[config.mk]
export PLATFORM = sky130hd
export DESIGN_NAME = tea_decrypt_iter_flat
export DESIGN_NICKNAME = d
export VERILOG_FILES = /design/src/rtl/tea_decrypt_iter_if.sv /design/src/rtl/tea_decrypt_iter.sv /design/src/flat_wrapper.sv
export SDC_FILE = /design/constraint.sdc
export NUM_CORES = 1
export LEC_CHECK = 0
export ABC_AREA = 0
export CORE_MARGIN = 3
export CORE_UTILIZATION = 48
export DETAILED_ROUTE_END_ITERATION = 7
export PLACE_DENSITY = 0.77
export SETUP_SLACK_MARGIN = 0.15
export SYNTH_ARGS = -nofsm -noshare
export SYNTH_HDL_FRONTEND = slang
export SYNTH_SLANG_ARGS = --single-unit
[constraint.sdc]
create_clock -name clk -period 15.7 [get_ports clk]
set_input_delay 3.925 -clock clk [delete_from_list [all_inputs] [get_ports clk]]
set_output_delay 3.925 -clock clk [all_outputs]
set_load 0.05 [all_outputs]
[src/rtl/tea_decrypt_iter_if.sv]
// Handshake bundle for the iterative TEA decryption core:
// a ciphertext/key input channel and a plaintext output channel.
interface tea_decrypt_iter_if;
    logic         in_valid;
    logic         in_ready;
    logic [63:0]  idata;
    logic [127:0] key;
    logic         out_valid;
    logic         out_ready;
    logic [63:0]  odata;

    modport master (
        output in_valid, idata, key, out_ready,
        input  in_ready, out_valid, odata
    );

    modport slave (
        input  in_valid, idata, key, out_ready,
        output in_ready, out_valid, odata
    );
endinterface

[src/rtl/tea_decrypt_iter.sv]
// Iterative TEA decryption: one inverse round per clock, ROUNDS cycles per block,
// with the key latched at acceptance and the plaintext held until taken downstream.
module tea_decrypt_iter #(
    parameter int unsigned ROUNDS = 32,
    parameter logic [31:0] DELTA  = 32'h9E37_79B9
) (
    input  logic               clk,
    input  logic               rst_n,
    tea_decrypt_iter_if.slave  bus
);

    localparam int unsigned         CNT_W     = $clog2(ROUNDS + 1);
    localparam logic [63:0]         SUM_FULL  = 64'(DELTA) * 64'(ROUNDS);
    localparam logic [31:0]         SUM_INIT  = SUM_FULL[31:0];
    localparam logic [CNT_W-1:0]    CNT_INIT  = CNT_W'(ROUNDS);
    localparam logic [CNT_W-1:0]    CNT_ONE   = CNT_W'(1);

    typedef enum logic [1:0] {
        ST_IDLE = 2'd0,
        ST_RUN  = 2'd1,
        ST_DONE = 2'd2
    } state_t;

    state_t             state_q,     state_d;
    logic [31:0]        y_q,         y_d;
    logic [31:0]        z_q,         z_d;
    logic [31:0]        sum_q,       sum_d;
    logic [CNT_W-1:0]   cnt_q,       cnt_d;
    logic [127:0]       key_q,       key_d;
    logic               out_valid_q, out_valid_d;
    logic [63:0]        odata_q,     odata_d;
    logic               in_ready_q,  in_ready_d;
    logic [31:0]        z_new_s;
    logic [31:0]        y_new_s;

    // Feistel mixing term shared by both halves of a round.
    function automatic logic [31:0] tea_mix(
        input logic [31:0] v,
        input logic [31:0] ka,
        input logic [31:0] kb,
        input logic [31:0] s
    );
        return ((v << 4) + ka) ^ (v + s) ^ ((v >> 5) + kb);
    endfunction

    // Next-state, datapath round and output computation.
    always_comb begin
        state_d     = state_q;
        y_d         = y_q;
        z_d         = z_q;
        sum_d       = sum_q;
        cnt_d       = cnt_q;
        key_d       = key_q;
        out_valid_d = out_valid_q;
        odata_d     = odata_q;

        // z is undone first because encryption updated it last.
        z_new_s = z_q - tea_mix(y_q, key_q[63:32], key_q[31:0], sum_q);
        y_new_s = y_q - tea_mix(z_new_s, key_q[127:96], key_q[95:64], sum_q);

        case (state_q)
            ST_IDLE: begin
                if (bus.in_valid) begin
                    y_d     = bus.idata[63:32];
                    z_d     = bus.idata[31:0];
                    key_d   = bus.key;
                    sum_d   = SUM_INIT;
                    cnt_d   = CNT_INIT;
                    state_d = ST_RUN;
                end else begin
                    state_d = ST_IDLE;
                end
            end
            ST_RUN: begin
                y_d   = y_new_s;
                z_d   = z_new_s;
                sum_d = sum_q - DELTA;
                cnt_d = cnt_q - CNT_ONE;
                if (cnt_q == CNT_ONE) begin
                    state_d     = ST_DONE;
                    out_valid_d = 1'b1;
                    odata_d     = {y_new_s, z_new_s};
                end else begin
                    state_d = ST_RUN;
                end
            end
            ST_DONE: begin
                if (bus.out_ready) begin
                    state_d     = ST_IDLE;
                    out_valid_d = 1'b0;
                end else begin
                    state_d = ST_DONE;
                end
            end
            default: begin
                state_d     = ST_IDLE;
                out_valid_d = 1'b0;
            end
        endcase

        in_ready_d = (state_d == ST_IDLE);
    end

    // State and output registers; reset aborts any block in flight.
    always_ff @(posedge clk or negedge rst_n) begin
        if (!rst_n) begin
            state_q     <= ST_IDLE;
            y_q         <= 32'h0;
            z_q         <= 32'h0;
            sum_q       <= 32'h0;
            cnt_q       <= '0;
            key_q       <= 128'h0;
            out_valid_q <= 1'b0;
            odata_q     <= 64'h0;
            in_ready_q  <= 1'b1;
        end else begin
            state_q     <= state_d;
            y_q         <= y_d;
            z_q         <= z_d;
            sum_q       <= sum_d;
            cnt_q       <= cnt_d;
            key_q       <= key_d;
            out_valid_q <= out_valid_d;
            odata_q     <= odata_d;
            in_ready_q  <= in_ready_d;
        end
    end

    assign bus.in_ready  = in_ready_q;
    assign bus.out_valid = out_valid_q;
    assign bus.odata     = odata_q;

endmodule

[src/flat_wrapper.sv]
// flat-port wrapper written by rule: the top's interface ports become plain ports
module tea_decrypt_iter_flat 
#(
    parameter int unsigned ROUNDS = 32,
    parameter logic [31:0] DELTA  = 32'h9E37_79B9
)
  (clk, rst_n, bus_in_valid, bus_idata, bus_key, bus_out_ready, bus_in_ready, bus_out_valid, bus_odata);
  tea_decrypt_iter_if bus_i ();
  input  logic clk;
  input  logic rst_n;
  input wire logic [$bits(bus_i.in_valid)-1:0] bus_in_valid;
  input wire logic [$bits(bus_i.idata)-1:0] bus_idata;
  input wire logic [$bits(bus_i.key)-1:0] bus_key;
  input wire logic [$bits(bus_i.out_ready)-1:0] bus_out_ready;
  output wire logic [$bits(bus_i.in_ready)-1:0] bus_in_ready;
  output wire logic [$bits(bus_i.out_valid)-1:0] bus_out_valid;
  output wire logic [$bits(bus_i.odata)-1:0] bus_odata;
  assign bus_i.in_valid = bus_in_valid;
  assign bus_i.idata = bus_idata;
  assign bus_i.key = bus_key;
  assign bus_i.out_ready = bus_out_ready;
  assign bus_in_ready = bus_i.in_ready;
  assign bus_out_valid = bus_i.out_valid;
  assign bus_odata = bus_i.odata;
  tea_decrypt_iter #(.ROUNDS(ROUNDS), .DELTA(DELTA)) u_core (.clk(clk), .rst_n(rst_n), .bus(bus_i));
endmodule
==> results of run 1 <==
==> registers in the layout, indices dropped and copies added (netlist names) <==
register and cells:
u_core.key_q 128, u_core.bus.odata 64, u_core.sum_q 32, u_core.y_q 32
u_core.z_q 32, u_core.cnt_q 6, u_core.state_q 2, u_core.bus.in_ready 1
u_core.bus.out_valid 1
==> placed cells by master (no fill, tap or decap), types with 16 or more instances in the layout <==
| master | instances |
|---|---|
| sky130_fd_sc_hd__nand2_1 | 528 |
| sky130_fd_sc_hd__dfrtp_1 | 296 |
| sky130_fd_sc_hd__xnor2_1 | 289 |
| sky130_fd_sc_hd__clkdlybuf4s50_1 | 259 |
| sky130_fd_sc_hd__ha_1 | 243 |
| sky130_fd_sc_hd__a21oi_1 | 221 |
| sky130_fd_sc_hd__nor2_1 | 169 |
| sky130_fd_sc_hd__o21ai_0 | 125 |
| sky130_fd_sc_hd__a21o_1 | 119 |
| sky130_fd_sc_hd__inv_1 | 65 |
| sky130_fd_sc_hd__o22ai_1 | 59 |
| sky130_fd_sc_hd__xor2_1 | 57 |
| sky130_fd_sc_hd__mux2_2 | 47 |
| sky130_fd_sc_hd__o22a_1 | 43 |
| sky130_fd_sc_hd__nand3_1 | 40 |
| sky130_fd_sc_hd__nor3_1 | 38 |
| sky130_fd_sc_hd__clkbuf_16 | 34 |
| sky130_fd_sc_hd__o21a_1 | 31 |
| sky130_fd_sc_hd__o21bai_1 | 27 |
| sky130_fd_sc_hd__nand2b_1 | 26 |
| sky130_fd_sc_hd__nor2b_1 | 23 |
| sky130_fd_sc_hd__a211oi_1 | 22 |
| sky130_fd_sc_hd__and3_1 | 20 |
| sky130_fd_sc_hd__buf_4 | 19 |
| sky130_fd_sc_hd__nand4_1 | 18 |
| sky130_fd_sc_hd__a31oi_1 | 16 |
| sky130_fd_sc_hd__o211ai_1 | 16 |
| sky130_fd_sc_hd__o21ai_1 | 16 |
==> cells by family (layout without fill, tap and decap cells) <==
kind of cell / Yosys count / count (layout) / share of synthesized area
AND/OR/NAND/NOR: 912 / 912 / 0.160
AO/OA/AOI/OAI: 816 / 816 / 0.223
flip-flops: 298 / 298 / 0.307
XOR/XNOR: 352 / 352 / 0.130
multiplexers: 50 / 50 / 0.0230
buffers and inverters: 151 / 410 / 0.0253
adder cells (fa/ha/maj): 251 / 251 / 0.132
==> worst paths after layout <==
kind,from,end,slack [ns],cells after the start
worst max-delay path,u_core.sum_q[0]$_DFFE_PN0P_,u_core.y_q[29]$_DFFE_PN0P_,5.05,41
worst min-delay path,u_core.key_q[110]$_DFFE_PN0P_,u_core.key_q[110]$_DFFE_PN0P_,0.48,2
worst max register to register,u_core.sum_q[0]$_DFFE_PN0P_,u_core.y_q[29]$_DFFE_PN0P_,5.05,41
worst min register to register,u_core.key_q[110]$_DFFE_PN0P_,u_core.key_q[110]$_DFFE_PN0P_,0.48,2
max in group asynchronous,rst_n,u_core.bus.odata[22]$_DFFE_PN0P_,10.87,2
min in group asynchronous,rst_n,u_core.cnt_q[3]$_DFFE_PN0P_,3.40,1
==> cells in the mapped netlist, types with 16 or more instances <==
master                       n  share of area
sky130_fd_sc_hd__o21a_1     31         0.0096
sky130_fd_sc_hd__xor2_1     57          0.021
sky130_fd_sc_hd__nand2b_1   26         0.0067
sky130_fd_sc_hd__nor3_1     38         0.0078
sky130_fd_sc_hd__nand2_1   531          0.082
sky130_fd_sc_hd__o22a_1     43          0.016
sky130_fd_sc_hd__dfrtp_1   297           0.31
sky130_fd_sc_hd__a31oi_1    16         0.0041
sky130_fd_sc_hd__clkbuf_1   66          0.010
sky130_fd_sc_hd__o21ai_1    16         0.0033
sky130_fd_sc_hd__ha_1      243           0.13
sky130_fd_sc_hd__nor2_1    171          0.026
sky130_fd_sc_hd__nor2b_1    23         0.0059
sky130_fd_sc_hd__o211ai_1   16         0.0049
sky130_fd_sc_hd__a211oi_1   22         0.0068
sky130_fd_sc_hd__and3_1     20         0.0052
sky130_fd_sc_hd__nand3_1    40         0.0082
sky130_fd_sc_hd__mux2_2     47          0.022
sky130_fd_sc_hd__o21bai_1   27         0.0083
sky130_fd_sc_hd__o21ai_0   125          0.026
sky130_fd_sc_hd__a21o_1    119          0.037
sky130_fd_sc_hd__xnor2_1   289           0.10
sky130_fd_sc_hd__inv_1      65          0.010
sky130_fd_sc_hd__o22ai_1    59          0.015
sky130_fd_sc_hd__nand4_1    18         0.0046
sky130_fd_sc_hd__a21oi_1   221          0.046
==> worst min-delay path, stage by stage (launching register included) <==
cell	delay (ns)
sky130_fd_sc_hd__dfrtp_1	0.34
sky130_fd_sc_hd__nand2_1	0.05
sky130_fd_sc_hd__nand2_1	0.05
==> layer usage <==
metal | GRT usage | vias to the layer above | share of wire
met3 | 0.0459 | 152 | 0.090
met2 | 0.471 | 1075 | 0.44
met5 | 0 | - | 0
met1 | 0.435 | 10939 | 0.44
met4 | 0.0788 | 0 | 0.027
li1 | - | 10573 | -
==> area by class of cell <==
class                           instances  area (um^2)  share of cell area
Multi-Input combinational cell       2381        16200               0.566
Sequential cell                       298         7460               0.260
Timing Repair Buffer                  280         2760              0.0959
Clock buffer                           47          970              0.0338
Tap cell                              664          831              0.0289
Inverter                               68          255             0.00889
Clock inverter                         15          199             0.00693
==> stage by stage <==
step           instance area (um^2)  utilization  cells  hold WS, ns
6_report                      28700        0.581   3753        0.481
5_1_grt                       28700        0.581   3753        0.514
4_1_cts                       28700        0.581   3753        0.483
3_5_place_dp                  27500        0.557   3691        0.470
3_3_place_gp                  27500        0.557   3691        0.465
2_1_floorplan                 24300            -   2830        0.446
==> flow_results.org, run 1 <==
** GRT
- For this run, the total global-route usage over all layers was measured as 0.301.
- Largest net degree at the start of global routing :: 93
- The number of antenna violations at the first check in global routing came to 0.
- The first global-routing pass estimated 126,000 um of wire.
- The total overflow left after global routing is 0.
- The number of global-route vias before repair is 22.2k.

** Timing
- Setup violations remaining at the end of the flow were counted as 0.
- Worst setup margin :: 5.05 ns
- Time the final worst path needs with I/O delays and setup :: 10.65 ns
- Max Clock Skew :: 0.0242 ns
- RSZ-0062 raised after global routing :: false
- Final-report max-slew violation count :: 0
- Headroom to the max-slew limit came out at 0.239.
- Setup total negative slack on the finished layout was measured at 0 ns.
- Least-Margin Pin Slew :: 1.14 ns
- Post-route clock period utilization :: 0.678
- Timing would allow up to 93.9 MHz.
- The number of hold violations in the final report was 0.

** Routing
- Vias per cell :: 6.06
- Initial DRC Count :: 2,309
- For this run, design rule violations remaining after detail routing come to 0.
- The detail route stage leaves a number of antenna-violating nets equal to 0.
- After detailed routing, the total wire length is 81,700 um.
- The first TritonRoute pass finished after 6 iterations.
- The detailed router placed 22.7k vias in this run.
- Dividing the detail-routed wire length by the instance count gives 21.8 um.

** Critical path
- STA classifies the critical path endpoint as a flip-flop.
- CP Buf/Inv Count :: 1
- In this design, the stage delay of the slowest critical-path cell is 0.63 ns.
- WP data arrival :: 11.14 ns
- Cell family with the largest share of critical-path delay :: compound AO/OA/AOI/OAI gates
- At the worst endpoint, the required time is 16.19 ns.
- Along the worst path, the maximum fanout reaches 6.
- Cell with the largest stage delay on the worst path :: sky130_fd_sc_hd__nor2_1
- STA classifies the critical path startpoint as a flip-flop.
- The critical path is of the flip-flop to flip-flop type.

** Logic synthesis
- Netlist cell types :: 90
- Synthesis produced 2,830 cells.
- Summing every instance area after synthesis gives 24,300 um^2.
- After synthesis, the mean cell area works out to 8.58 um^2.
- When the netlist entered floorplanning its net count stood at 3,277.
- Post-synth EDFFs :: 0
- Proportion of synthesized flip-flops having asynchronous set or reset :: 1.00
- Synthesis Warnings :: 0
- Among all flip-flop cells after synthesis, the most frequent one is sky130_fd_sc_hd__dfrtp_1.
- Sequential fraction of the synthesis area :: 0.307
- In this run, synthesis produced a sequential element count of 298.

** Placement
- Final Wtd Congestion :: 0.957
- Worst slack at placement :: 5.33 ns
- PortBufs :: 261
- Post-DP HPWL :: 62,000 um

** Clock network
- The clock reaches the later pin of the worst-skew pair after 0.57 ns.
- Number of H-tree levels :: 2
- TritonCTS built the clock tree.
- In this run the deepest clock path goes through 3 buffers.
- After clock tree synthesis, the flow added hold-fix buffers numbering 0.
- Post-CTS repair changed the size of 0 cells.
- Number of buffers created by CTS :: 34
- For this design, the sink count on the clock tree is 298.
- Root buffer cell :: sky130_fd_sc_hd__clkbuf_16
- Clock-pin slew on the worst setup and hold paths :: 0.06 ns
- Setup repair bufs after CTS :: 0

** Layout
- Fill count :: 4,450
- Total inserted antenna cells :: 0
- In the final layout, the share of cells above drive strength 1 is 0.0550.
- Relative to the synthesized area, the layout overhead comes to 18.2%.
- After the last flow step, the layout net total stands at 3,510.

** Run status
- The run finished with clean final reports.

** Worst hold path
- Type of the most critical hold path :: flip-flop to flip-flop

** Die
- Area enclosed by the die boundary :: 53,300 um^2
- The floorplan has 81 rows.
- Die width :: 231 um
- Measured along the y axis, the die boundary spans 231 um.
- Ports :: 262
- Initial Utilization :: 0.491
- Area inside the core boundary :: 49,500 um^2

** Run
- The tool flagged a number of max-cap violations equal to 0.
Power of run 1 is not shown: default switching activity piles up to over one toggle a cycle in this logic, so the estimate is an artifact.
==> run 2: changes to the inputs <==
- PLACE_DENSITY: 0.77 -> 0.79
- clock period: 15.7 -> 8.7 ns (I/O delays scaled with it)
==> run 2 against run 1 <==
Effect of this change:
- global-route usage is 0.78 points higher
- critical endpoint is now u_core.bus.odata[61]$_DFFE_PN0P_
- worst setup slack worse by 4.7 ns
- non-clock buffer count is 255 higher
- clock-buffer cell count is 2 lower
- flip-flop and latch count stayed put
- fmax is 27% higher
- register-to-register slack worse by 4.7 ns
- critical path type unchanged
==> flow_results.org, run 2 (synthesis results as in run 1) <==
** Layout
- Most common cell after layout, fill and taps aside :: sky130_fd_sc_hd__nand2_1
- Of the cells placed in the final design, the portion with a size suffix greater than 1 is 0.183.
- Ranked by flip-flop count, first place goes to u_core.key_q.
- Highest-count cells in the layout ignoring fill and taps :: sky130_fd_sc_hd__nand2_1 (524), sky130_fd_sc_hd__dfrtp_1 (289), sky130_fd_sc_hd__buf_4 (270), sky130_fd_sc_hd__xnor2_1 (260), sky130_fd_sc_hd__clkdlybuf4s50_1 (259)
- Max FFs per register :: 128
- After the last flow step, the layout net total stands at 3,767.
- Total inserted antenna cells :: 0
- From synthesis to final layout, the design area changed by 31.2%.
- After the flow finishes, the layout carries non-filler instances totaling 4,011.
- For this run, the share of the core covered by cells in the final layout is 0.645.

** Timing
- On the final layout, the worst clock skew is 0.0352 ns.
- Fmax achieved :: 119 MHz
- The number of hold violations in the final report is 0.
- Of the available clock period, the critical path in the final layout requires 0.965.
- The final count of pins violating max slew was 0.
- Setup violations remaining at the end of the flow were counted as 0.
- Time the final worst path needs with I/O delays and setup :: 8.40 ns
- Least-Margin Pin Slew :: 1.20 ns
- In this run the tightest slew margin relative to its limit is 0.199.
- The tightest hold path in the finished design has a slack of 0.482 ns.
- In the final timing run, aggregate negative setup slack is 0 ns.
- Setup repair after global routing could not meet its margin everywhere.

** Critical path
- STA classifies the critical path endpoint as a flip-flop.
- The worst register-to-register path has a depth of 42.
- Tracing the worst setup path back leads to its startpoint at u_core.sum_q[1]$_DFFE_PN0P_.
- Among all stages on the critical path, the largest delay is contributed by sky130_fd_sc_hd__dfrtp_1.
- By instance count, the cell type seen most on the critical path is sky130_fd_sc_hd__xnor2_1.
- Data on the critical path arrives at its endpoint at 8.84 ns.
- Kind of start point of the critical path :: flip-flop
- Stage delay of the slowest cell on the critical path :: 0.42 ns
- Type of the worst setup path :: flip-flop to flip-flop
- Cell family with the largest share of critical-path delay :: compound AO/OA/AOI/OAI gates
- In this run the register-to-register setup slack is 0.30 ns.
- Of all nets on the critical path, the largest fanout is 6.
- The endpoint identified for the worst register-to-register timing path is u_core.bus.odata[61]$_DFFE_PN0P_.
- Worst flop-to-flop path startpoint :: u_core.sum_q[1]$_DFFE_PN0P_
- CP Buf/Inv Count :: 2
- STA puts the critical path data required time at 9.14 ns.

** Routing
- Initial DRC Count :: 2,796
- The count of nets left with antenna violations once routing finished came out at 0.
- Wirelength, routed :: 86,800 um
- Wirelength per Cell :: 21.6 um
- Number of iterations in the first detailed-routing pass :: 7
- After detailed routing, the number of vias per cell comes to 5.96.
- Drt drc :: 0
- The detailed router placed 23.9k vias in this run.

** GRT
- Global-route wire length before repair :: 130,000 um
- Most Crowded Layer GR :: met2
- In the global route stage, met2 resource usage came out at 0.477.
- For met1 alone, demand over resource in global routing was 0.440.
- The number of antenna violations at the first check in global routing is 0.
- Largest net degree at the start of global routing :: 131
- For this run, global-route usage on met3 was measured as 0.0540.
- GRT overflow :: 0
- Overall Global Routing Usage :: 0.309
- The number of global-route vias before repair was 23.2k.

** Die
- 262 I/O pins were placed.
- Area inside the core boundary :: 49,500 um^2
- Die width :: 231 um
- The initialized floorplan defines 81 standard-cell rows.
- Initial Utilization :: 0.491
- DIE HEIGHT :: 231 um
- The die covers 53,300 um^2.

** Clock network
- Counting the buffers created by CTS gives 36.
- TritonCTS built the clock tree.
- Counting along the longest clock path gives a buffer depth of 3.
- CTS sink count :: 298
- CTS built an H-tree with a depth of 2.
- For this design, the CTS-stage hold fixing added 0 buffers.
- Clk_lat worst skew :: 0.58 ns
- The root buffer cell chosen for the clock tree is sky130_fd_sc_hd__clkbuf_16.
- After clock tree synthesis, the clock-pin slew on the worst setup and hold paths is 0.06 ns.

** Placement
- Final Wtd Congestion :: 0.952
- Placed Cells :: 3,902
- PortBufs :: 261
- Post-DP HPWL :: 65,200 um

** Run
- Max-cap check violation count :: 0

** Worst hold path
- The startpoint identified for the worst hold timing path is u_core.key_q[115]$_DFFE_PN0P_.
- The worst hold path terminates at u_core.key_q[115]$_DFFE_PN0P_.
- The min-delay analysis places its worst path in the category flip-flop to flip-flop.
- Worst hold path cell count :: 2

** Run status
- The flow ran to the end, and the final reports show no timing, DRC or antenna violations.
==> run 2: worst register-to-register path: cells and delay by family, from the launching register on <==
family / cells / cell delay [ns]
DFF: 1 / 0.42
muxes: 1 / 0.28
AOI/OAI and AO/OA: 20 / 3.74
adders and majority gates: 4 / 1.24
buffers and inverters: 2 / 0.30
xor gates and xnor gates: 7 / 1.18
and+or+nand+nor: 8 / 1.09
==> run 2: metrics by stage <==
| stage | worst slack [ns] | area [um^2] |
|---|---|---|
| after floorplan | 0.921 | 24300 |
| after global placement | -0.0548 | 29100 |
| after detailed placement | -0.412 | 29100 |
| after global routing | -0.0331 | 31900 |
| final | 0.301 | 31900 |
| after CTS | 0.155 | 30600 |
==> run 2: worst max path at each step <==
stage / end / slack, ns / depth (start not counted)
6_report: u_core.bus.odata[61]$_DFFE_PN0P_ / 0.30 / 42
5_1_grt: u_core.y_q[31]$_DFFE_PN0P_ / -0.03 / 43
4_1_cts: u_core.bus.odata[63]$_DFFE_PN0P_ / 0.16 / 43
3_5_place_dp: u_core.y_q[31]$_DFFE_PN0P_ / -0.41 / 46
3_3_place_gp: u_core.bus.odata[63]$_DFFE_PN0P_ / -0.05 / 45
2_1_floorplan: u_core.bus.odata[63]$_DFFE_PN0P_ / 0.92 / 44
==> run 2: repair_timing <==
action / in CTS / in global routing
setup endpoints to repair: 21 / 24
gates resized for setup: 47 / 204
buffers inserted: 11 / 33
pin swaps: 20 / 106
==> run 2: metal layers <==
layer / vias up / routed length (um)
met2: 1131 / 38000
met1: 11455 / 38300
li1: 11089 / -
met4: 0 / 2970
met5: - / 0
met3: 214 / 7560
==> run 2: layout make-up <==
class | count | area (um^2)
clock inverter | 20 | 229
sequential | 298 | 7470
fill | 4093 | 17600
multi-input combinational | 2381 | 17400
tap | 664 | 831
timing repair buffer | 535 | 4690
inverter | 68 | 255
clock buffer | 45 | 966
Power of run 2 is left out for the same reason.
